[config.mk]
export PLATFORM = sky130hd
export DESIGN_NAME = pipe_stage_skid
export DESIGN_NICKNAME = d
export VERILOG_FILES = /design/src/rtl/pipe_stage_skid.sv
export SDC_FILE = /design/constraint.sdc
export NUM_CORES = 1
export LEC_CHECK = 0
export BUFFER_PORTS_ARGS = -buffer_cell sky130_fd_sc_hd__buf_2
export CAP_MARGIN = 25
export CORE_MARGIN = 10
export CORE_UTILIZATION = 39
export CTS_BUF_LIST = sky130_fd_sc_hd__clkbuf_2
export CTS_CLUSTER_SIZE = 20
export DETAILED_ROUTE_END_ITERATION = 6
export SETUP_SLACK_MARGIN = 0.02
export SLEW_MARGIN = 20
export SYNTH_ARGS = -nofsm -noshare
export SYNTH_HDL_FRONTEND = slang
export SYNTH_SLANG_ARGS = --single-unit
[constraint.sdc]
create_clock -name clk_i -period 5.12 [get_ports clk_i]
set_clock_uncertainty 0.05 [all_clocks]
set_input_delay 1.28 -clock clk_i [delete_from_list [all_inputs] [get_ports clk_i]]
set_output_delay 1.28 -clock clk_i [all_outputs]
set_load 0.05 [all_outputs]
[src/rtl/pipe_stage_skid.sv]
// pipe_stage_skid: elastic pipeline stage with two-entry skid buffer, flush and saturating bubble counter
module pipe_stage_skid #(
  parameter int DATA_W     = 32,
  parameter int CNT_W      = 16,
  parameter bit CLEAR_DATA = 1'b1
) (
  input  logic              clk_i,
  input  logic              rst_i,
  input  logic              flush_i,
  input  logic              up_valid_i,
  output logic              up_ready_o,
  input  logic [DATA_W-1:0] up_data_i,
  output logic              dn_valid_o,
  input  logic              dn_ready_i,
  output logic [DATA_W-1:0] dn_data_o,
  output logic [1:0]        occupancy_o,
  input  logic              cnt_clr_i,
  output logic [CNT_W-1:0]  bubble_cnt_o
);
  typedef enum logic [1:0] {EMPTY = 2'd0, HALF = 2'd1, FULL = 2'd2} state_t;
  localparam logic [DATA_W-1:0] ZERO = '0;
  state_t            state_q, state_d;
  logic [DATA_W-1:0] main_q, main_d, skid_q, skid_d;
  logic              up_ready_q, up_ready_d;
  logic [CNT_W-1:0]  cnt_q, cnt_d;
  logic              up_fire, dn_fire;
  always_comb begin
    up_fire = up_valid_i && up_ready_q;
    dn_fire = (state_q != EMPTY) && dn_ready_i;
    state_d = state_q;
    main_d  = main_q;
    skid_d  = skid_q;
    case (state_q)
      EMPTY: if (up_fire) begin
        state_d = HALF;
        main_d  = up_data_i;
      end
      HALF: if (up_fire && dn_fire) begin
        main_d = up_data_i;
      end else if (up_fire) begin
        state_d = FULL;
        skid_d  = up_data_i;
      end else if (dn_fire) begin
        state_d = EMPTY;
        main_d  = CLEAR_DATA ? ZERO : main_q;
      end
      FULL: if (dn_fire) begin
        state_d = HALF;
        main_d  = skid_q;
        skid_d  = CLEAR_DATA ? ZERO : skid_q;
      end
      default: state_d = EMPTY;
    endcase
    // flush wins over any transfer, including an accepted up-fire
    if (flush_i) begin
      state_d = EMPTY;
      main_d  = CLEAR_DATA ? ZERO : main_d;
      skid_d  = CLEAR_DATA ? ZERO : skid_d;
    end
    up_ready_d = (state_d != FULL);
    cnt_d = cnt_clr_i ? '0 :
            (dn_ready_i && state_q == EMPTY && cnt_q != '1) ? cnt_q + CNT_W'(1) : cnt_q;
  end
  always_ff @(posedge clk_i or posedge rst_i) begin
    if (rst_i) begin
      state_q    <= EMPTY;
      main_q     <= '0;
      skid_q     <= '0;
      up_ready_q <= 1'b0;
      cnt_q      <= '0;
    end else begin
      state_q    <= state_d;
      main_q     <= main_d;
      skid_q     <= skid_d;
      up_ready_q <= up_ready_d;
      cnt_q      <= cnt_d;
    end
  end
  assign up_ready_o   = up_ready_q;
  assign dn_valid_o   = (state_q != EMPTY);
  assign dn_data_o    = main_q;
  assign occupancy_o  = state_q;
  assign bubble_cnt_o = cnt_q;
endmodule

==> results of run 1 <==
-- flip-flops by register name, indices dropped and copies added (netlist names) --
| register | cells |
|---|---|
| up_ready_o | 1 |
| occupancy_o | 2 |
| bubble_cnt_o | 16 |
| dn_data_o | 32 |
| skid_q | 32 |
-- Yosys cell counts, types with 2 or more instances --
| master | instances |
|---|---|
| o21ba_2 | 2 |
| or4_1 | 8 |
| nand2b_1 | 3 |
| nand2_1 | 71 |
| dfrtp_1 | 83 |
| and2_1 | 2 |
| o2bb2ai_1 | 32 |
| o31ai_1 | 10 |
| a21oi_1 | 14 |
| nand3_1 | 4 |
| ha_1 | 5 |
| a22oi_1 | 32 |
| buf_2 | 5 |
| or3_1 | 5 |
| o21ai_0 | 34 |
| nor3_1 | 4 |
| nor2_1 | 6 |
| and3_1 | 2 |
| and4_1 | 2 |
| clkbuf_1 | 21 |
| inv_1 | 8 |
| nand4_1 | 4 |
-- cells by family (layout without fill, tap and decap cells) --
group	count (synthesis)	in the layout	synth area share, %
multiplexers	2	2	0.652
flip-flops	83	83	54.1
adder cells (fa/ha/maj)	5	5	1.63
buffers and inverters	36	120	3.78
AND/OR/NAND/NOR	121	121	15.4
AO/OA/AOI/OAI	132	132	24.4
-- final timing paths --
kind                                            from                      endpoint  slack [ns]  cells after the start
hold reg to reg            dn_data_o[23]$_DFFE_PP0P_     dn_data_o[23]$_DFFE_PP0P_        0.46                      1
setup / recovery            occupancy_o[0]$_DFF_PP0_                    dn_valid_o        2.04                      4
max in group asynchronous                      rst_i        skid_q[17]$_DFFE_PP0P_        3.19                      3
hold / removal             dn_data_o[23]$_DFFE_PP0P_     dn_data_o[23]$_DFFE_PP0P_        0.46                      1
min in group asynchronous                      rst_i      occupancy_o[0]$_DFF_PP0_        0.85                      2
setup reg to reg            occupancy_o[0]$_DFF_PP0_  bubble_cnt_o[10]$_DFFE_PP0P_        2.72                      6
-- per-layer routing --
| metal | vias to the layer above | global-route usage, % | share of wire [%] |
|---|---|---|---|
| li1 | 1558 | - | - |
| met3 | 2 | 3.78 | 4.8 |
| met2 | 59 | 22.1 | 48 |
| met1 | 1552 | 18.5 | 47 |
| met5 | - | 0 | 0 |
| met4 | 0 | 5.50 | 0.43 |
-- power by group --
part / total (uW) / switching [uW] / internal [uW]
Clock: 383 / 223 / 160
Sequential: 758 / 37.8 / 720
Combinational: 409 / 301 / 107
Total: 1550 / 562 / 987
-- per-stage QoR --
stage	worst slack, ns	utilization [%]	instances	hold WS, ns	total power, uW
6_report	2.04	46.8	596	0.460	1550
5_1_grt	1.86	46.8	596	0.480	1640
4_1_cts	1.95	46.8	596	0.466	1580
3_5_place_dp	2.16	45.5	580	0.419	1190
3_3_place_gp	2.20	45.5	580	0.413	1180
2_1_floorplan	1.65	-	379	0.401	1070
-- final cells by class --
class	count	area (um^2)
clock buffers	10	50.0
clock inverters	6	80.1
fillers	945	5150
inverters	8	31.3
multi-input cells	260	1630
flip-flops and latches	83	2080
well taps	133	166
repair buffers	96	498
-- worst max-delay path, delay by kind of cell (launching register included) --
family                     cells  cell delay, ns
adders and majority gates      1            0.34
buffers and inverters          3            0.43
DFF                            1            0.48
==> Implementation_results.wiki, run 1 <==
{| class="wikitable"
! Metric !! Value
|-
| Outcome || complete, no violations
|-
| Number of diodes added for antenna fixing || 0
|-
| Total die area || ~14000 um^2
|-
| Combined global-route utilization of all metal layers || between 10% and 20%
|-
| Vias after detailed routing || roughly 3200
|-
| H-tree levels || 3
|-
| Unique masters post-synth || 44
|-
| Final number of setup-violating endpoints || 0
|-
| Half-perimeter wire length after detailed placement || around 6800 um
|-
| Net count reported at finish || around 500
|-
| Slowest stage cell, crit path || dfrtp_1
|-
| Number of buffers added for setup after CTS || 0
|-
| Setup total negative slack || 0 ns
|-
| Synth area leader || dfrtp_1
|-
| Starting density of the core || 39.6%
|-
| Main flop type after synthesis || dfrtp_1
|-
| Min-Delay Path Class || reg2reg
|-
| Nature of the critical path startpoint || register
|-
| Post-route fraction of the period consumed by the critical path || between 60% and 70%
|-
| CTS Hold Buffers Added || 0
|-
| Synthesized area per cell || ~10 um^2
|-
| Area of all placed cells without fillers || about 4500 um^2
|-
| Total wirelength of the detailed-routed design || 10100 um
|-
| Drt first-iter violations || 232
|-
| Final min period || about 3 ns
|-
| DRT antenna net count || 0
|-
| Clock latency on the worst-skew pair || around 0.49 ns
|-
| Max Cap Viol || 0
|-
| Port buffer count || roughly 90
|-
| Most used cells in the layout excluding fill and tap cells || buf_2, dfrtp_1, nand2_1
|-
| Arrival time worst endpoint || ~1.8 ns
|-
| Crit path cell chain || inv_1 > ha_1 > inv_1 > buf_2
|-
| Vias in the first global route || about 3300
|-
| Slowest Stage Delay on Critical Path || between 0.4 and 0.5 ns
|-
| Placer congestion estimate || about 0.79
|-
| Chip Height || between 100 and 150 um
|-
| Post-detailed-placement cell area || ~4400 um^2
|-
| Cell type with the highest occurrence count on the critical path || inv_1
|-
| Count of endpoints failing hold in the final timing report || 0
|-
| Post-synth EDFFs || 0
|-
| Floorplan die width || between 100 and 150 um
|-
| Highest clock rate || ~330 MHz
|-
| Cell count after synthesis || ~380
|-
| Sequential fraction of the synthesis area || about 54%
|-
| Clock tree from TritonCTS || done
|-
| Post-cts gate resize count || 0
|-
| Via density || 5.32
|-
| Library cell used as clock root buffer || clkbuf_2
|-
| Number of clock sinks || 83
|-
| Synth top area share || between 50% and 60%
|-
| Clock edge transition at the registers on the reported setup and hold paths || around 0.22 ns
|-
| Slew HR || 35.6%
|-
| Antenna violations before repair || 0
|-
| Syn Nets || 422
|-
| Number of warning messages in the yosys log || 0
|-
| Number of rows in the core area || 36
|-
| Number of remaining DRC errors || 0
|-
| Leading cell type in the layout, fill and taps excluded || buf_2
|-
| Critical path fanouts, max || 9
|-
| Slew @ Worst Pin || ~0.96 ns
|-
| Post-synthesis sequential element count || 83
|-
| Length of the first detailed-routing pass in iterations || 4
|-
| Type of the worst setup path || reg2out
|-
| CTS max path bufs || 2
|-
| Overflow left after global routing || 0
|-
| Fraction of final layout cells with drive strength greater than 1 || between 20% and 30%
|-
| Final Max Slew Viols || 0
|-
| Post-synthesis async set-or-reset flop share || between 90% and 100%
|-
| Setup repair after global routing missed its margin || no
|-
| Area grow syn2layout || 18.2%
|-
| Nature of the critical path endpoint || output port
|-
| Wire length per cell || around 17 um
|-
| Num CTS Buffers || 9
|-
| Largest net degree at the start of global routing || 65
|-
| Core Footprint || 9680 um^2
|-
| Max IR drop VDD || 0.113 mV
|-
| PwrDens || between 300 and 400 nW/um^2
|-
| Lkg Pwr || between 0.002 and 0.0025 uW
|-
| Post-synthesis instance area || roughly 3800 um^2
|-
| Wire length of the first global-routing pass || between 15000 and 20000 um
|-
| I/O Pins || 90
|-
| Required time at the worst-slack endpoint || 3.79 ns
|-
| Top post-synthesis cells by area || dfrtp_1, o2bb2ai_1, nand2_1
|}
No activity file was read; power rests on OpenSTA's default activity.
==> run 2, diff against run 1 <==
==> constraint.sdc (replaced) <==
create_clock -name clk_i -period 2.8 [get_ports clk_i]
set_clock_uncertainty 0.05 [all_clocks]
set_input_delay 0.7 -clock clk_i [delete_from_list [all_inputs] [get_ports clk_i]]
set_output_delay 0.7 -clock clk_i [all_outputs]
set_load 0.05 [all_outputs]
==> run 2 against run 1 <==
  * Power grew 79%
  * Critical path depth is the same
  * Setup slack lost 1.8 ns
  * Clock-buffer cell count is the same
  * Cell count grew 1.0%
  * Combinational power grew 87%
  * Via count grew 0.66%
  * Clock power grew 61%
  * Worst hold slack lost 0.13 ns
  * Register-to-register slack lost 2.3 ns
  * Highest routed layer unchanged
  * Wire length grew 0.14%
  * Die area is the same
==> Implementation_results.wiki, run 2 (same netlist as run 1, synthesis figures left out) <==
{| class="wikitable"
! Metric !! Value
|-
| Clock edge transition at the registers on the reported setup and hold paths || 0.23 ns (was 0.22 ns)
|-
| Clock latency on the worst-skew pair || 0.52 ns (was 0.49 ns)
|-
| Number of buffers added for setup after CTS || 0 (unchanged)
|-
| Length of the first detailed-routing pass in iterations || 4 (unchanged)
|-
| H-tree levels || 3 (unchanged)
|-
| Post-route fraction of the period consumed by the critical path || about 92%
|-
| Count of endpoints failing hold in the final timing report || 0 (unchanged)
|-
| Largest net degree at the start of global routing || 53 (was 65)
|-
| Library cell used as clock root buffer || clkbuf_2 (unchanged)
|-
| Half-perimeter wire length after detailed placement || 7020 um (was 6840 um)
|-
| Critical path fanouts, max || 9 (unchanged)
|-
| Most used cells in the layout excluding fill and tap cells || buf_2, dfrtp_1, nand2_1 (unchanged)
|-
| Number of diodes added for antenna fixing || 0 (unchanged)
|-
| Post-cts gate resize count || 0 (unchanged)
|-
| Fraction of final layout cells with drive strength greater than 1 || 27.7% (was 26.8%)
|-
| Antenna violations before repair || 0 (unchanged)
|-
| Required time at the worst-slack endpoint || 2.05 ns (was 3.79 ns)
|-
| Leading cell type in the layout, fill and taps excluded || buf_2 (unchanged)
|-
| Starting density of the core || 39.6% (unchanged)
|-
| Max Cap Viol || 0 (unchanged)
|-
| Number of clock sinks || 83 (unchanged)
|-
| Final number of setup-violating endpoints || 0 (unchanged)
|-
| Slowest stage cell, crit path || dfrtp_1 (unchanged)
|-
| Nature of the critical path endpoint || output port (unchanged)
|-
| Number of inserted filler cells in the final layout || 939 (was 945)
|-
| Via density || 5.30 (was 5.32)
|-
| Gate power share || 27.6% (was 26.4%)
|-
| Drt first-iter violations || 229 (was 232)
|-
| Num CTS Buffers || 9 (unchanged)
|-
| Arrival time worst endpoint || 1.81 ns (was 1.75 ns)
|-
| Net switching fraction of the power || 37.6% (was 36.3%)
|-
| Net Switching || 1040 uW (was 562 uW)
|-
| Net count reported at finish || 508 (was 501)
|-
| Floorplan die width || 119 um (unchanged)
|-
| Placer congestion estimate || 0.820 (was 0.788)
|-
| Vias after detailed routing || 3192 (was 3171)
|-
| Number of rows in the core area || 36 (unchanged)
|-
| Core Footprint || 9680 um^2 (unchanged)
|-
| PwrDens || 605 nW/um^2 (was 342 nW/um^2)
|-
| Reg power frac || 50.1% (was 48.9%)
|-
| Nature of the critical path startpoint || register (unchanged)
|-
| Slew @ Worst Pin || 0.957 ns (was 0.964 ns)
|-
| Number of buffers and inverters on the critical path || 3 (unchanged)
|-
| Total die area || 14200 um^2 (unchanged)
|-
| CTS Hold Buffers Added || 1 (was 0)
|-
| DRT antenna net count || 0 (unchanged)
|-
| Type of the worst setup path || reg2out (unchanged)
|-
| Outcome || complete, no violations (unchanged)
|-
| Int Pwr || 1730 uW (was 987 uW)
|-
| Wire length per cell || 16.8 um (was 17.0 um)
|-
| Cell type with the highest occurrence count on the critical path || inv_1 (unchanged)
|-
| Overflow left after global routing || 0 (unchanged)
|-
| Vias in the first global route || 3364 (was 3273)
|-
| Total wirelength of the detailed-routed design || 10100 um (about the same)
|-
| Lkg Pwr || 0.00212 uW (was 0.00210 uW)
|-
| Number of remaining DRC errors || 0 (unchanged)
|-
| CTS max path bufs || 2 (unchanged)
|-
| Kind of cell adding the most delay to the critical path || flip-flops (unchanged)
|-
| Highest clock rate || around 400 MHz
|-
| Setup total negative slack || 0 ns (unchanged)
|-
| Clock tree from TritonCTS || done (unchanged)
|-
| Slowest Stage Delay on Critical Path || 0.48 ns (about the same)
|-
| I/O Pins || 90 (unchanged)
|-
| Crit path cell chain || inv_1 > ha_1 > inv_1 > buf_2 (unchanged)
|-
| Area grow syn2layout || 19.4% (was 18.2%)
|-
| Chip Height || 119 um (unchanged)
|-
| Power Total || 2770 uW (was 1550 uW)
|-
| Port buffer count || 89 (unchanged)
|-
| Setup repair after global routing missed its margin || no (unchanged)
|-
| Min-Delay Path Class || in2reg (was reg2reg)
|-
| Slew HR || 36.1% (was 35.6%)
|-
| Max IR drop VDD || 0.227 mV (was 0.113 mV)
|-
| Wire length of the first global-routing pass || 17000 um (was 16800 um)
|-
| Combined global-route utilization of all metal layers || 14.4% (was 14.2%)
|-
| Final Max Slew Viols || 0 (unchanged)
|-
| Share of total power in the clock network || 22.3% (was 24.7%)
|-
| Final min period || ~2.6 ns
|}
-- run 2: power by group through the flow --
stage | Sequential, uW | Clock (uW) | Combinational (uW)
global route | 1410 | 689 | 835
finish | 1390 | 618 | 766
global placement | 1410 | 0 | 768
CTS | 1390 | 638 | 779
detailed placement | 1410 | 0 | 778
floorplan | 1640 | 0 | 305
-- run 2: routing by layer --
metal  GRT usage (%)  vias to the layer above  share of wire [%]
met4            6.03                        0                1.5
met1            19.2                     1549                 49
met5               0                        -                  0
met3            3.40                       12                3.7
met2            22.0                       60                 46
li1                -                     1571                  -
-- run 2: final timing paths --
check / cells past startpoint / from / slack (ns) / end
setup reg to reg: 6 / occupancy_o[0]$_DFF_PP0_ / 0.39 / bubble_cnt_o[10]$_DFFE_PP0P_
max in group asynchronous: 4 / rst_i / 1.54 / bubble_cnt_o[2]$_DFFE_PP0P_
hold reg to reg: 2 / skid_q[6]$_DFFE_PP0P_ / 0.46 / skid_q[6]$_DFFE_PP0P_
setup / recovery: 4 / occupancy_o[0]$_DFF_PP0_ / 0.24 / dn_valid_o
hold / removal: 3 / up_data_i[5] / 0.33 / skid_q[5]$_DFFE_PP0P_
min in group asynchronous: 3 / rst_i / 0.58 / dn_data_o[27]$_DFFE_PP0P_
-- run 2: worst min-delay path: cells and delay by family --
kind | cells | cell delay [ns]
simple gates | 1 | 0.05
compound gates | 1 | 0.06
buf+inv | 1 | 0.11
-- run 2: area by class of cell --
| type | count | area (um^2) | share of cell area, % |
|---|---|---|---|
| clock inverter | 5 | 55.1 | 1.20 |
| timing repair buffer | 103 | 566 | 12.3 |
| inverter | 8 | 33.8 | 0.738 |
| multi-input combinational | 260 | 1630 | 35.6 |
| sequential | 83 | 2080 | 45.4 |
| clock buffer | 10 | 50.0 | 1.09 |
| tap | 133 | 166 | 3.63 |
-- run 2: through the flow --
step           hold slack, ns  instance area, um^2  instances  utilization, %  setup WS, ns
3_5_place_dp            0.419                 4460        586            46.1         0.435
3_3_place_gp            0.412                 4460        586            46.1         0.489
6_report                0.331                 4580        602            47.3         0.235
2_1_floorplan           0.401                 3840        379               -         0.457
5_1_grt                 0.272                 4580        602            47.3         0.121
4_1_cts                 0.283                 4580        602            47.3         0.208
